File: src/rtl/perm_sched.sv
// Round-robin scheduler that shares one round-iterated permutation core between
// the sponge/hash engine (port 0) and the sampler/PRNG (port 1).
module perm_sched #(
  parameter int unsigned MAX_ROUNDS = 12,
  parameter int unsigned CTR_W      = 5
) (
  input  logic             clk,
  input  logic             rst,
  input  logic             req0,
  input  logic             req1,
  input  logic [CTR_W-1:0] rounds0,
  input  logic [CTR_W-1:0] rounds1,
  output logic             gnt0,
  output logic             gnt1,
  output logic             done0,
  output logic             done1,
  output logic             perm_sel,
  output logic             perm_load,
  output logic             perm_start,
  output logic [CTR_W-1:0] perm_round,
  output logic             perm_last,
  output logic             busy
);

  localparam logic [CTR_W-1:0] MAX_R = CTR_W'(MAX_ROUNDS);
  localparam logic [CTR_W-1:0] ONE   = CTR_W'(1);
  localparam logic [CTR_W-1:0] TWO   = CTR_W'(2);

  typedef enum logic [1:0] {S_IDLE, S_LOAD, S_RUN, S_DONE} state_t;

  state_t           r_state;
  logic             r_last;
  logic             r_sel;
  logic [CTR_W-1:0] r_rounds;
  logic [CTR_W-1:0] r_round;
  logic             r_gnt0, r_gnt1, r_done0, r_done1;
  logic             r_load, r_start, r_plast, r_busy;

  logic             w_any_req;
  logic             w_win;
  logic [CTR_W-1:0] w_rnd_raw;
  logic [CTR_W-1:0] w_rnd_clamp;
  logic             w_owner_req;

  // Tie goes to the port that was not served last; a lone request always wins.
  assign w_any_req   = req0 | req1;
  assign w_win       = (req0 & req1) ? ~r_last : req1;
  assign w_rnd_raw   = w_win ? rounds1 : rounds0;
  assign w_rnd_clamp = ((w_rnd_raw == '0) || (w_rnd_raw > MAX_R)) ? MAX_R : w_rnd_raw;
  assign w_owner_req = r_sel ? req1 : req0;

  always_ff @(posedge clk or negedge rst) begin
    if (!rst) begin
      r_state  <= S_IDLE;
      r_last   <= 1'b1;
      r_sel    <= 1'b0;
      r_rounds <= '0;
      r_round  <= '0;
      r_gnt0   <= 1'b0;
      r_gnt1   <= 1'b0;
      r_done0  <= 1'b0;
      r_done1  <= 1'b0;
      r_load   <= 1'b0;
      r_start  <= 1'b0;
      r_plast  <= 1'b0;
      r_busy   <= 1'b0;
    end else begin
      r_load  <= 1'b0;
      r_done0 <= 1'b0;
      r_done1 <= 1'b0;
      case (r_state)
        S_IDLE: begin
          if (w_any_req) begin
            r_state  <= S_LOAD;
            r_last   <= w_win;
            r_sel    <= w_win;
            r_gnt0   <= ~w_win;
            r_gnt1   <= w_win;
            r_rounds <= w_rnd_clamp;
            r_round  <= '0;
            r_load   <= 1'b1;
            r_busy   <= 1'b1;
          end
        end
        S_LOAD: begin
          if (!w_owner_req) begin
            r_state <= S_IDLE;
            r_gnt0  <= 1'b0;
            r_gnt1  <= 1'b0;
            r_start <= 1'b0;
            r_round <= '0;
            r_plast <= 1'b0;
            r_busy  <= 1'b0;
          end else begin
            r_state <= S_RUN;
            r_start <= 1'b1;
            r_round <= '0;
            r_plast <= (r_rounds == ONE);
          end
        end
        S_RUN: begin
          // Owner withdrawing mid-run abandons the permutation without a done pulse.
          if (!w_owner_req) begin
            r_state <= S_IDLE;
            r_gnt0  <= 1'b0;
            r_gnt1  <= 1'b0;
            r_start <= 1'b0;
            r_round <= '0;
            r_plast <= 1'b0;
            r_busy  <= 1'b0;
          end else if (r_round == (r_rounds - ONE)) begin
            r_state <= S_DONE;
            r_start <= 1'b0;
            r_round <= '0;
            r_plast <= 1'b0;
            r_done0 <= ~r_sel;
            r_done1 <= r_sel;
          end else begin
            r_round <= r_round + ONE;
            r_plast <= ((r_round + TWO) == r_rounds);
          end
        end
        S_DONE: begin
          r_state <= S_IDLE;
          r_gnt0  <= 1'b0;
          r_gnt1  <= 1'b0;
          r_busy  <= 1'b0;
        end
        default: begin
          r_state <= S_IDLE;
          r_gnt0  <= 1'b0;
          r_gnt1  <= 1'b0;
          r_start <= 1'b0;
          r_plast <= 1'b0;
          r_busy  <= 1'b0;
        end
      endcase
    end
  end

  assign gnt0       = r_gnt0;
  assign gnt1       = r_gnt1;
  assign done0      = r_done0;
  assign done1      = r_done1;
  assign perm_sel   = r_sel;
  assign perm_load  = r_load;
  assign perm_start = r_start;
  assign perm_round = r_round;
  assign perm_last  = r_plast;
  assign busy       = r_busy;

endmodule
File: config.mk
export PLATFORM = sky130hd
export DESIGN_NAME = perm_sched
export DESIGN_NICKNAME = d
export VERILOG_FILES = /design/src/rtl/perm_sched.sv
export SDC_FILE = /design/constraint.sdc
export NUM_CORES = 1
export LEC_CHECK = 0
export BUFFER_PORTS_ARGS = -buffer_cell sky130_fd_sc_hd__buf_4
export CORE_MARGIN = 4
export CORE_UTILIZATION = 27
export CTS_BUF_LIST = sky130_fd_sc_hd__clkbuf_8
export DETAILED_ROUTE_END_ITERATION = 10
export GPL_TIMING_DRIVEN = 0
export SYNTH_ARGS = -nofsm -noshare
export SYNTH_HDL_FRONTEND = slang
export SYNTH_SLANG_ARGS = --single-unit
File: constraint.sdc
create_clock -name clk -period 5.8 [get_ports clk]
set_clock_uncertainty 0.1 [all_clocks]
set_input_delay 0.29 -clock clk [delete_from_list [all_inputs] [get_ports clk]]
set_output_delay 0.29 -clock clk [all_outputs]
set_load 0.01 [all_outputs]
# [Word-level counts from Yosys, hierarchy flattened]
# Index checks and enable logic that the tools add are counted.
[totals] out_inout_bits=14 register_bits=22 inputBits=14
[op_classes] eq_ne=9 n_reduce_logical=11 add_sub_neg=3 n_bitwise=5 magnitude_cmp=1 muxes=36
[ops] op="5-bit two-way mux" count=5
[ops] op="1-bit two-way mux" count=20
[ops] op="5-bit one-hot mux with 3 select lines" count=1
[ops] op="5-bit == test" count=2
[ops] op="2-bit AND reduction" count=5
[ops] op="1-bit one-hot mux with 3 select lines" count=3
[ops] op="2-bit two-way mux" count=4
[ops] op="2-bit one-hot mux with 4 select lines" count=1
[ops] op="5-bit by 1-bit adder with 5-bit output (second input constant)" count=1
[ops] op="5-bit by 2-bit adder with 5-bit output (second input constant)" count=1
[ops] op="5-bit by 1-bit == test with 1-bit output (second input constant)" count=1
[ops] op="5-bit by 4-bit > comparator with 1-bit output (second input constant)" count=1
[ops] op="5-bit logical NOT" count=1
[ops] op="5-bit by 1-bit subtractor with 5-bit output (second input constant)" count=1
[ops] op="2-bit == test (second input constant)" count=2
[ops] op="2-bit != test (second input constant)" count=2
[ops] op="1-bit one-hot mux with 2 select lines" count=2
[ops] op="3-bit != test (second input constant)" count=1
[ops] op="1-bit NOT" count=3
[ops] op="3-bit nonzero test" count=1
[ops] op="2-bit by 1-bit == test with 1-bit output (second input constant)" count=1
[ops] op="2-bit logical NOT" count=1
[ops] op="2-bit nonzero test" count=1
[ops] op="2-bit OR reduction" count=1
[ops] op="other kinds (3)" count=3

# [Depth between registers and ports, before layout]
[depth] ltp_word=6 ltp_mapped=7 depth_no_buf=7

# [Worst setup path after synthesis]
# OpenSTA, ideal clock, no wires.
[synth_timing] path_kind="reg2reg" start="register r_rounds[0]" end="register r_state[1]" arrival_ns=1.835 required_time_ns=5.575 period_less_slack_ns=2.060 stages_incl_launch_ff=8 setup_ns=0.125 slack_ns=3.740 cell_sequence="dfrtp_1 inv_1 ha_1 xnor2_1 a211o_1 a211oi_4 o21bai_2 mux2_4"
[synth_between] elab_chain_cells=4
[synth_lines] item="start, declared" line="34" source="logic [CTR_W-1:0] r_rounds;"
[synth_lines] item="start signal, assigned" line="79" source="r_rounds <= w_rnd_clamp;"
[synth_lines] item="5-bit by 1-bit subtractor with 5-bit output" line="111" source="end else if (r_round == (r_rounds - ONE)) begin"
[synth_lines] item="5-bit == test" line="111"
[synth_lines] item="3-bit != test (no line)"
[synth_lines] item="2-bit AND reduction (no line)"
[synth_lines] item="end signal, assigned" line="112" source="r_state <= S_DONE;"
[synth_lines] item="end signal, assigned" line="124" source="r_state <= S_IDLE;"
[synth_lines] item="end signal, assigned" line="130" source="r_state <= S_IDLE;"
[synth_lines] item="end, declared" line="31" source="state_t r_state;"
# Every way passes these cells.
# A chain may end at the register's enable or synchronous reset.

# [Worst setup path in the final report]
# Ends and elaborated chain as after synthesis.

==> impl_metrics.ini <==
[clocking]
cts.root.buffer_cell = clkbuf_8
cts_tree = done
cts_post_setup_buffers_inserted = 0
cts.reportedPaths.clkPinSlew_ns = 0.08
tritoncts_num_sinks = 22
post_cts_resized = 0
tritoncts.num_buffers = 3
clock_latency_ns = 0.27
cts-htree-levels = 1
buffer_depth_of_the_longest_clock_path = 2

[setup_path]
arrival_time_worst_endpoint_ns = 2.30
crit_path_top_delay_cell = dfrtp_1
path_buf_inv = 1
worstPathMaxFanout = 9
reg2regPathDepth = 7
setup.worst_path.class = reg -> reg
cpPeakStageDelay_ns = 0.42
critPathTopFamily = compound AO/OA/AOI/OAI gates
r2r_slack_ns = 3.56
worst_r2r_startpoint = r_rounds[0]
start_kind = flop
critical_path.endpoint_type = flop
required_ns = 5.86
worstPathCellList = inv_1 -> ha_1 -> xnor2_1 -> a211o_1 -> a211oi_4 -> o21bai_2 -> mux2_4
worstReg2RegEnd = r_state[1]

[synth]
yosys.area_share.adder = 0.0817
synthTopCellsByArea = dfrtp_1, ha_1, xnor2_1
yosys_warnings = 0
yosysTopAreaCell = dfrtp_1
syn_area_per_cell_um2 = 9.99
netlist_area_um2 = 1380
yosys.area_share.simple = 0.168
synth_top_family_by_area = simple AND/OR/NAND/NOR gates
synth_mux_area_frac = 0.0717
netlist-cell-type-count = 42
compound_gate_portion_of_the_synthesized_area = 0.162
synth.yosys.seq_area_share = 0.400
synth_top_area_share = 0.381
mappedNetlistNets = 161
parity_gate_share_of_the_synthesized_area_counting_xor_and_xnor_cells = 0.0690
cells_after_synth = 138
synth.ff_latch_count = 22

[route]
drtPass1Iterations = 4
iteration_0_drc_count_of_the_detailed_router = 41
avgViaCountPerCell = 4.65
drt_drc_violations_left = 0
totalWireLength_um = 2900
drt-wirelength-per-cell_um = 12.3
via_count = 1093
drtAntennaViolNets = 0

[timing]
maxSlewViolCount = 0
whs_ns = 0.240
final_period_minus_worst_setup_slack_ns = 2.24
finalHoldViolCount = 0
worst_slew_pin_slew_ns = 0.508
timing.final.setup_violations = 0
slew_headroom = 0.661
totalNegativeSetupSlack_ns = 0
achievable-frequency_mhz = 446
post-route-period-util = 0.387
rsz0062_at_grt = false

[power_and_ir_drop]
worst_ir_drop_vdd_v = 0.000245
pwr_density_cell_nw_per_um2 = 354
leakagePower_uw = 0.000785

[global_route]
antenna_found_initial = 0
gr-total-overflow = 0
via_count_of_the_first_global_routing_pass = 1071
global_route_wire_length_before_repair_um = 4960
grt_use_total = 0.0977
grt_max_degree = 23

[layout]
final_cell_count_no_fill = 235
count_of_inserted_antenna_diode_cells = 0
final_core_utilization = 0.354
layout_commonest_cell = buf_4
final_layout_size_suffix_gt1_frac = 0.238
finalNetCount = 192
layout.cells.most_common_list = buf_4, dfrtp_1, inv_1
syn_to_final_growth_pct = 24.4

[floorplanning]
core_region_area_um2 = 4850
die_w_um = 79.5
number_of_primary_i_o_pins = 28
die_y_um = 79.5
initial_core_util = 0.284
row_count = 25
design.die.area_um2 = 6310

[place]
place_inst = 230
routability_cong = 0.768
detailed_place_hpwl_um = 2240
portBuffers = 25

[min_path]
hold_path.startpoint = rounds0[0]
hold_path_cells = 3
min_path_type = in -> reg
whs_endpoint = r_rounds[0]

[outcome]
run_status = completed

[run]
drv_cap = 0
cells by family after synthesis:
group	count (synthesis)
simple gates	43
buf+inv	15
flops	22
fa+ha+maj	9
mux	9
xor+xnor	10
compound gates	30
synth_stat cells (all sizes together):
library cell and instances:
a221o 2, a21o 1, nor3 5, or2 1
o22a 2, nand4 1, nor3b 3, a41o 1
and2 3, a21boi 1, nand3 3, xnor2 8
clkbuf 3, mux2 4, a211oi 1, nor2 6
o21ai 5, and3b 1, inv 11, o31ai 2
buf 1, a22o 1, nand3b 1, xor2 2
mux2i 5, a31oi 1, o22ai 4, nor2b 5
dfrtp 21, dfstp 1, a21oi 6, o21a 1
nand4bb 1, o21bai 1, nand2 10, a211o 1
nor4 3, ha 9
worst register-to-register path, stage by stage (launching register included):
cell and delay (ns):
dfrtp_1 0.42, inv_1 0.08, ha_1 0.30, xnor2_1 0.13, a211o_1 0.26, a211oi_4 0.39, o21bai_2 0.15, mux2_4 0.31
layer usage:
metal,global-route usage,part of all wire,up-vias
li1,-,-,555
met1,0.136,0.51,517
met2,0.149,0.43,17
met3,0.0248,0.049,4
met4,0.0275,0.010,0
met5,0,0,-
what timing repair did:
item                                    CTS  global route
endpoints found under the setup margin    0             0
hold buffers                              1             0
hold endpoints to repair                 21             0
area by class of cell:
class	instances	area, um2
clock buffer	4	55.1
fill	518	3130
timing repair buffer	26	198
sequential	22	552
multi-input combinational	101	762
buffer	4	23.8
tap	67	83.8
inverter	11	41.3
sequential cells by signal, indices dropped and copies added (netlist names):
signal / cells
perm_round: 5
perm_last: 1
done0: 1
gnt0: 1
r_rounds: 5
done1: 1
perm_sel: 1
perm_start: 1
gnt1: 1
r_last: 1
r_state: 2
perm_load: 1
busy: 1
stage by stage:
step	worst slack [ns]	power, uW	cell area (um2)
2_1_floorplan	3.74	420	1380
3_3_place_gp	3.55	499	1650
3_5_place_dp	3.55	500	1650
4_1_cts	3.54	617	1720
5_1_grt	3.43	654	1720
6_report	3.56	608	1720
worst max-delay path by stage:
| stage | from | endpoint | slack, ns | cells past startpoint |
|---|---|---|---|---|
| after floorplan | r_rounds[0] | r_state[1] | 3.74 | 7 |
| after global placement | r_rounds[0] | r_state[1] | 3.55 | 7 |
| after detailed placement | r_rounds[0] | r_state[1] | 3.55 | 7 |
| after CTS | r_rounds[0] | r_state[1] | 3.54 | 7 |
| after global routing | r_rounds[0] | perm_round[4] | 3.43 | 7 |
| final | r_rounds[0] | r_state[1] | 3.56 | 7 |
power by group:
part / internal, uW / leakage [uW] / total [uW] / switching [uW]
combinational: 130 / 0.000476 / 269 / 139
sequential: 193 / 0.000280 / 228 / 34.7
clock: 60.6 / 0.0000288 / 111 / 50.8
total: 384 / 0.000785 / 608 / 224
(Power assumes the default switching activity.)
